<file path="src/rtl/mips_fetch_unit.sv">
// Instruction fetch stage: drives PC to a combinational instruction memory and
// holds one fetched instruction in a valid/ready output register for decode.
module mips_fetch_unit #(
    parameter logic [31:0] RESET_PC = 32'h0000_0000
) (
    input  logic        clk,
    input  logic        rst,
    output logic [31:0] PC,
    input  logic [31:0] instruction,
    input  logic        redirect_valid,
    input  logic [31:0] redirect_target,
    input  logic        halt_req,
    output logic        out_valid,
    input  logic        out_ready,
    output logic [31:0] out_instr,
    output logic [31:0] out_pc,
    output logic [31:0] out_pc_plus4,
    output logic        halted,
    output logic        misalign_err,
    output logic [31:0] fetch_count
);

    typedef enum logic [1:0] {
        FETCH  = 2'd0,
        DRAIN  = 2'd1,
        HALTED = 2'd2
    } fetchState_t;

    fetchState_t state_q, state_d;
    logic [31:0] pc_q, pc_d;
    logic        outValid_q, outValid_d;
    logic [31:0] outInstr_q, outInstr_d;
    logic [31:0] outPc_q, outPc_d;
    logic [31:0] outPcPlus4_q, outPcPlus4_d;
    logic        misalign_q, misalign_d;
    logic [31:0] fetchCount_q, fetchCount_d;

    logic        transfer;
    logic [31:0] pcPlus4;
    logic [31:0] alignedTarget;
    logic        targetMisaligned;

    assign transfer         = outValid_q & out_ready;
    assign pcPlus4          = pc_q + 32'd4;
    assign alignedTarget    = {redirect_target[31:2], 2'b00};
    assign targetMisaligned = (redirect_target[1:0] != 2'b00);

    always_ff @(posedge clk or posedge rst) begin
        if (rst) begin
            state_q      <= FETCH;
            pc_q         <= RESET_PC;
            outValid_q   <= 1'b0;
            outInstr_q   <= 32'd0;
            outPc_q      <= 32'd0;
            outPcPlus4_q <= 32'd0;
            misalign_q   <= 1'b0;
            fetchCount_q <= 32'd0;
        end else begin
            state_q      <= state_d;
            pc_q         <= pc_d;
            outValid_q   <= outValid_d;
            outInstr_q   <= outInstr_d;
            outPc_q      <= outPc_d;
            outPcPlus4_q <= outPcPlus4_d;
            misalign_q   <= misalign_d;
            fetchCount_q <= fetchCount_d;
        end
    end

    // A transfer always completes and is counted, even when a redirect flushes
    // the register in the same cycle; halt_req stops new loads immediately.
    always_comb begin
        state_d      = state_q;
        pc_d         = pc_q;
        outValid_d   = outValid_q;
        outInstr_d   = outInstr_q;
        outPc_d      = outPc_q;
        outPcPlus4_d = outPcPlus4_q;
        misalign_d   = misalign_q;
        fetchCount_d = fetchCount_q;

        if (transfer) begin
            fetchCount_d = fetchCount_q + 32'd1;
            outValid_d   = 1'b0;
        end

        case (state_q)
            FETCH: begin
                if (redirect_valid) begin
                    pc_d       = alignedTarget;
                    outValid_d = 1'b0;
                    if (targetMisaligned) misalign_d = 1'b1;
                    if (halt_req) state_d = DRAIN;
                end else if (halt_req) begin
                    state_d = DRAIN;
                end else if (!outValid_q || transfer) begin
                    outInstr_d   = instruction;
                    outPc_d      = pc_q;
                    outPcPlus4_d = pcPlus4;
                    outValid_d   = 1'b1;
                    pc_d         = pcPlus4;
                end
            end
            DRAIN: begin
                if (!outValid_q) state_d = HALTED;
                if (redirect_valid) begin
                    pc_d       = alignedTarget;
                    outValid_d = 1'b0;
                    if (targetMisaligned) misalign_d = 1'b1;
                end
            end
            HALTED: begin
                state_d = HALTED;
            end
            default: begin
                state_d = FETCH;
            end
        endcase
    end

    assign PC           = pc_q;
    assign out_valid    = outValid_q;
    assign out_instr    = outInstr_q;
    assign out_pc       = outPc_q;
    assign out_pc_plus4 = outPcPlus4_q;
    assign halted       = (state_q == HALTED);
    assign misalign_err = misalign_q;
    assign fetch_count  = fetchCount_q;

endmodule

</file>
<file path="config.mk">
export PLATFORM = sky130hd
export DESIGN_NAME = mips_fetch_unit
export DESIGN_NICKNAME = d
export VERILOG_FILES = /design/src/rtl/mips_fetch_unit.sv
export SDC_FILE = /design/constraint.sdc
export NUM_CORES = 1
export LEC_CHECK = 0
export ABC_CLOCK_PERIOD_IN_PS = 15250
export CORE_AREA = 4 4 133 122
export DETAILED_ROUTE_END_ITERATION = 10
export DIE_AREA = 0 0 137 126
export PLACE_DENSITY_LB_ADDON = 0.1
export SYNTH_ARGS = -nofsm -noshare
export SYNTH_HDL_FRONTEND = slang
export SYNTH_SLANG_ARGS = --single-unit
</file>
<file path="constraint.sdc">
create_clock -name clk -period 15.25 [get_ports clk]
set_input_delay 3.05 -clock clk [delete_from_list [all_inputs] [get_ports clk]]
set_output_delay 3.05 -clock clk [all_outputs]
set_load 0.01 [all_outputs]
</file>
---- After elaboration in Yosys (flattened, before gate mapping) ----
Cells that the tools add are included.
storage, ports and cells
  register bits ........................... 164
  RAM bits ................................ 0
  input port bits ......................... 69
  word-level logic and storage cells ...... 44
  output and inout port bits .............. 163
  memories kept ........................... 0
  latch bits .............................. 0
  ROM bits ................................ 0
cells by class
  magnitude comparators ................... 0
  equality and inequality tests ........... 7
  reduce and logical (&&, ||, !) cells .... 10
  add/sub/neg operators ................... 2
  shift-type cells ........................ 0
  divide/modulo/power cells ............... 0
  mux-type cells .......................... 14
  $mul .................................... 0
  bitwise operators ....................... 3
operators by type and width
  kind                     count
  $mux W32                 4
  $pmux W32 S2             1
  $add A32 B1 Y32 const B  1
  $add A32 B3 Y32 const B  1
  $reduce_and A4 Y1        2
  $ne A2 B2 Y1 const B     3
  $ne A3 B3 Y1 const B     2
  $pmux W2 S3              1
  $mux W1                  5
  $mux W2                  2
  $reduce_bool A2 Y1       2
  $reduce_and A3 Y1        1
  $eq A2 B1 Y1 const B     1
  $eq A2 B2 Y1 const B     1
  $logic_not A2 Y1         1
  $not A1 Y1               2
  $pmux W1 S2              1
  $reduce_and A2 Y1        1
  $reduce_or A2 Y1         1
  $and A1 B1 Y1            1
  $logic_not A1 Y1         1
  $logic_or A1 B1 Y1       1

---- Logic depth before layout (Yosys ltp) ----
  depth after elaboration ................. 6
  gate-level depth with buffers ........... 10
  gate-level depth less buffers ........... 7

---- Worst setup path before layout ----
OpenSTA, ideal clock, no wires.
  kind .................................... input port to flip-flop
  start ................................... input port halt_req
  end ..................................... register outInstr_q[18] (netlist: out_instr[18])
  cell stages on the path ................. 5
  arrival ................................. 4.290 ns
  data required time ...................... 15.125 ns
  path buffers ............................ 2
  library setup time ...................... 0.125 ns
  slack ................................... 10.835 ns
  cell sequence ........................... nand2b_1 > nor3b_1 > buf_2 > buf_2 > mux2_2
between the ends
  word-level cells in the longest chain between the ends .. 2
ends and longest elaborated chain
  item                         RTL line  text
  start: declaration           12        input logic halt_req,
  $not A1 Y1 (no line)         --
  $reduce_and A4 Y1 (no line)  --
  end signal: assignment       62        outInstr_q <= outInstr_d;
  end: declaration             32        logic [31:0] outInstr_q, outInstr_d;
Every way passes these cells.
A chain may end at the register's enable or synchronous reset.

---- Final worst setup path ----
  start ................................... input port out_ready
  end ..................................... register outInstr_q[26] (netlist: out_instr[26])
between the ends
  word-level cells in the longest chain between the ends .. 3
ends and longest elaborated chain
  item                         RTL line  text
  start: declaration           14        input logic out_ready,
  $and A1 B1 Y1                43        assign transfer = outValid_q & out_ready;
  $logic_or A1 B1 Y1           96        end else if (!outValid_q || transfer) begin
  $reduce_and A4 Y1 (no line)  --
Every way passes these cells.

==> reports/qor.csv <==
metric,value,unit
status,"complete, no violations",
postcts setup bufs,0,
Synth top area share,0.543,
R2R setup slack,12.79,ns
drt initial violations,311,
Vias,5711,
Clk pwr share,0.438,
Main synth FF type,dfrtp_1,
Clock Sinks,158,
pin count of the biggest net entering global routing,99,
clk slew on worst S/H paths,0.06,ns
kind of critical path,in -> reg,
final hold vios,0,
layout cell share with drive strength beyond 1,0.138,
count of input and output buffers,225,
"top cells by area, synth","dfrtp_1 (54%), mux2_2 (9.9%), a21oi_1 (4.4%), xnor2_1 (4.2%), xor2_1 (2.9%)",
hpwl dp,13300,um
Max VDD drop,0.0772,mV
Yosys reg bits,158,
Post-Synthesis Cells,663,
chip width,137,um
maxcap violations,0,
fin crit share,0.319,
"commonest non-fill, non-tap cells in the layout","clkdlybuf4s50_1 (225), dfrtp_1 (158), mux2_2 (64), a21oi_1 (64), nor2_1 (52)",
CP endpoint,out_instr[26],
Internal,0.693,mW
sequential share of power,0.487,
reg2reg end,PC[26],
WL final,18800,um
initial core utilization,0.495,
H-tree levels,4,
max_slew headroom,0.420,
CP Data Arrival Time,5.17,ns
post-synth top area cell,dfrtp_1,
Leak,4.38,nW
reg2reg path depth,6,
number of diodes,0,
Row Count,42,
PnR worst setup slack,10.39,ns
Vias per Instance,5.31,
clk buf depth,2,
die area,17300,um2
cell area power density,88.8,nW/um2
first-pass GRT wire length,30000,um
Tot GR Track Use,0.220,
initial antenna violation count,0,
Mapped Area,7290,um2
Area Growth Syn to Fin,39.6,%
Net Switching,0.210,mW
Critical Path RT,15.56,ns
CP startpoint,out_ready,
Worst-Margin Slew,0.870,ns
core area,14700,um2
multi-input logic area,3100,um2
DR WL/cell,17.5,um
post-cts resize count,0,
CP Capture Type,flop,
worst r2r src,PC[2],
Hold WC Path Type,reg -> reg,
combinational share of power,0.075,
clock skew,0.0150,ns
hold buffer count at cts,0,
crit path launch type,primary input,
DRC,0,
final net count,939,
"Seq/Total Area, Yosys",0.543,
Avg Inst Size Synth,11.0,um2
dpl ws,9.94,ns
fmax,0.206,GHz
Antenna Violating Nets Remaining,0,
"Distinct cells, synth",49,
Sw Share,0.232,
crit path max fanout,79,
"most common cell after layout, fill and taps aside",clkdlybuf4s50_1,
fillers,1106,
Placed Cells,1044,
Boundary Pins,232,
Reg area,3950,um2
Final min period,4.86,ns
vias in the first global route,5902,
Final Setup Violations,0,
Post-synth ARST share,1.00,
CTS tree,built,
Die Y,126,um
Final Wtd Congestion,0.837,
DRT Pass-1 Iters,5,
Non-Filler Instances,1075,
max-slew violations,0,
setup TNS,0,ns
total CTS buffers,17,
worst skew pair latency,0.42,ns
total congestion overflow,0,
RSZ-0062 raised after global routing,no,
WHS,0.468,ns
clock root cell,clkbuf_16,
Post-synth EDFFs,0,
YS warnings,0,
## final cells by class
type	count	area share
clock buffer	21	0.0453
clock inverter	10	0.00886
inverter	7	0.00308
multi-input combinational	451	0.305
sequential	158	0.389
tap	198	0.0244
timing repair buffer	230	0.225
## worst min-delay path by stage
stage,startpoint,end,slack [ns],depth (start not counted)
6_report,misalign_err,misalign_err,0.47,1
5_1_grt,fetch_count[31],fetch_count[31],0.50,1
4_1_cts,misalign_err,misalign_err,0.47,1
3_5_place_dp,misalign_err,misalign_err,0.46,1
3_3_place_gp,misalign_err,misalign_err,0.45,1
2_1_floorplan,misalign_err,misalign_err,0.50,1
## critical path: stages
cell and delay [ns]:
clkdlybuf4s50_1 0.52, nand2b_1 0.19, nor3b_2 0.25, buf_4 0.70
mux2_2 0.42
## synth_stat cells, types with 14 or more instances
cell	number
a21oi_1	64
a2bb2oi_1	14
buf_2	15
clkbuf_1	25
dfrtp_1	158
mux2_2	64
nand2_1	45
nand3_1	29
nand4_1	19
nor2_1	54
o21ai_0	14
o22ai_1	17
xnor2_1	35
xor2_1	24
## power by group through the flow
| stage | Clock [mW] | Sequential, mW | Combinational, mW |
|---|---|---|---|
| floorplan | 0 | 0.441 | 0.0365 |
| global placement | 0 | 0.447 | 0.0671 |
| detailed placement | 0 | 0.447 | 0.0682 |
| CTS | 0.408 | 0.440 | 0.0686 |
| global route | 0.425 | 0.441 | 0.0742 |
| finish | 0.396 | 0.440 | 0.0675 |
## cell families after synthesis
logic type | synth area share
AO/OA/AOI/OAI | 0.0998
XOR/XNOR | 0.0709
adder cells (fa/ha/maj) | 0.00859
buffers and inverters | 0.0366
flip-flops | 0.543
multiplexers | 0.100
other | 0.000515
AND/OR/NAND/NOR | 0.141
## per-layer routing
layer | vias to the layer above | part of all wire | track usage
li1 | 2719 | - | -
met1 | 2760 | 0.43 | 0.279
met2 | 218 | 0.46 | 0.344
met3 | 14 | 0.098 | 0.0905
met4 | 0 | 0.012 | 0.0698
met5 | - | 0 | 0
## stage by stage
| stage | power (mW) | util | instance area [um2] |
|---|---|---|---|
| floorplan | 0.478 | - | 7300 |
| global placement | 0.514 | 0.654 | 9620 |
| detailed placement | 0.515 | 0.654 | 9620 |
| CTS | 0.916 | 0.691 | 10200 |
| global route | 0.941 | 0.691 | 10200 |
| finish | 0.903 | 0.691 | 10200 |
## registers in the layout, summed over array words and instances (netlist names)
signal,flops
PC,30
fetch_count,32
state_q,2
out_valid,1
misalign_err,1
out_instr,32
out_pc,30
out_pc_plus4,30
No activity file was read; power rests on OpenSTA's default activity.
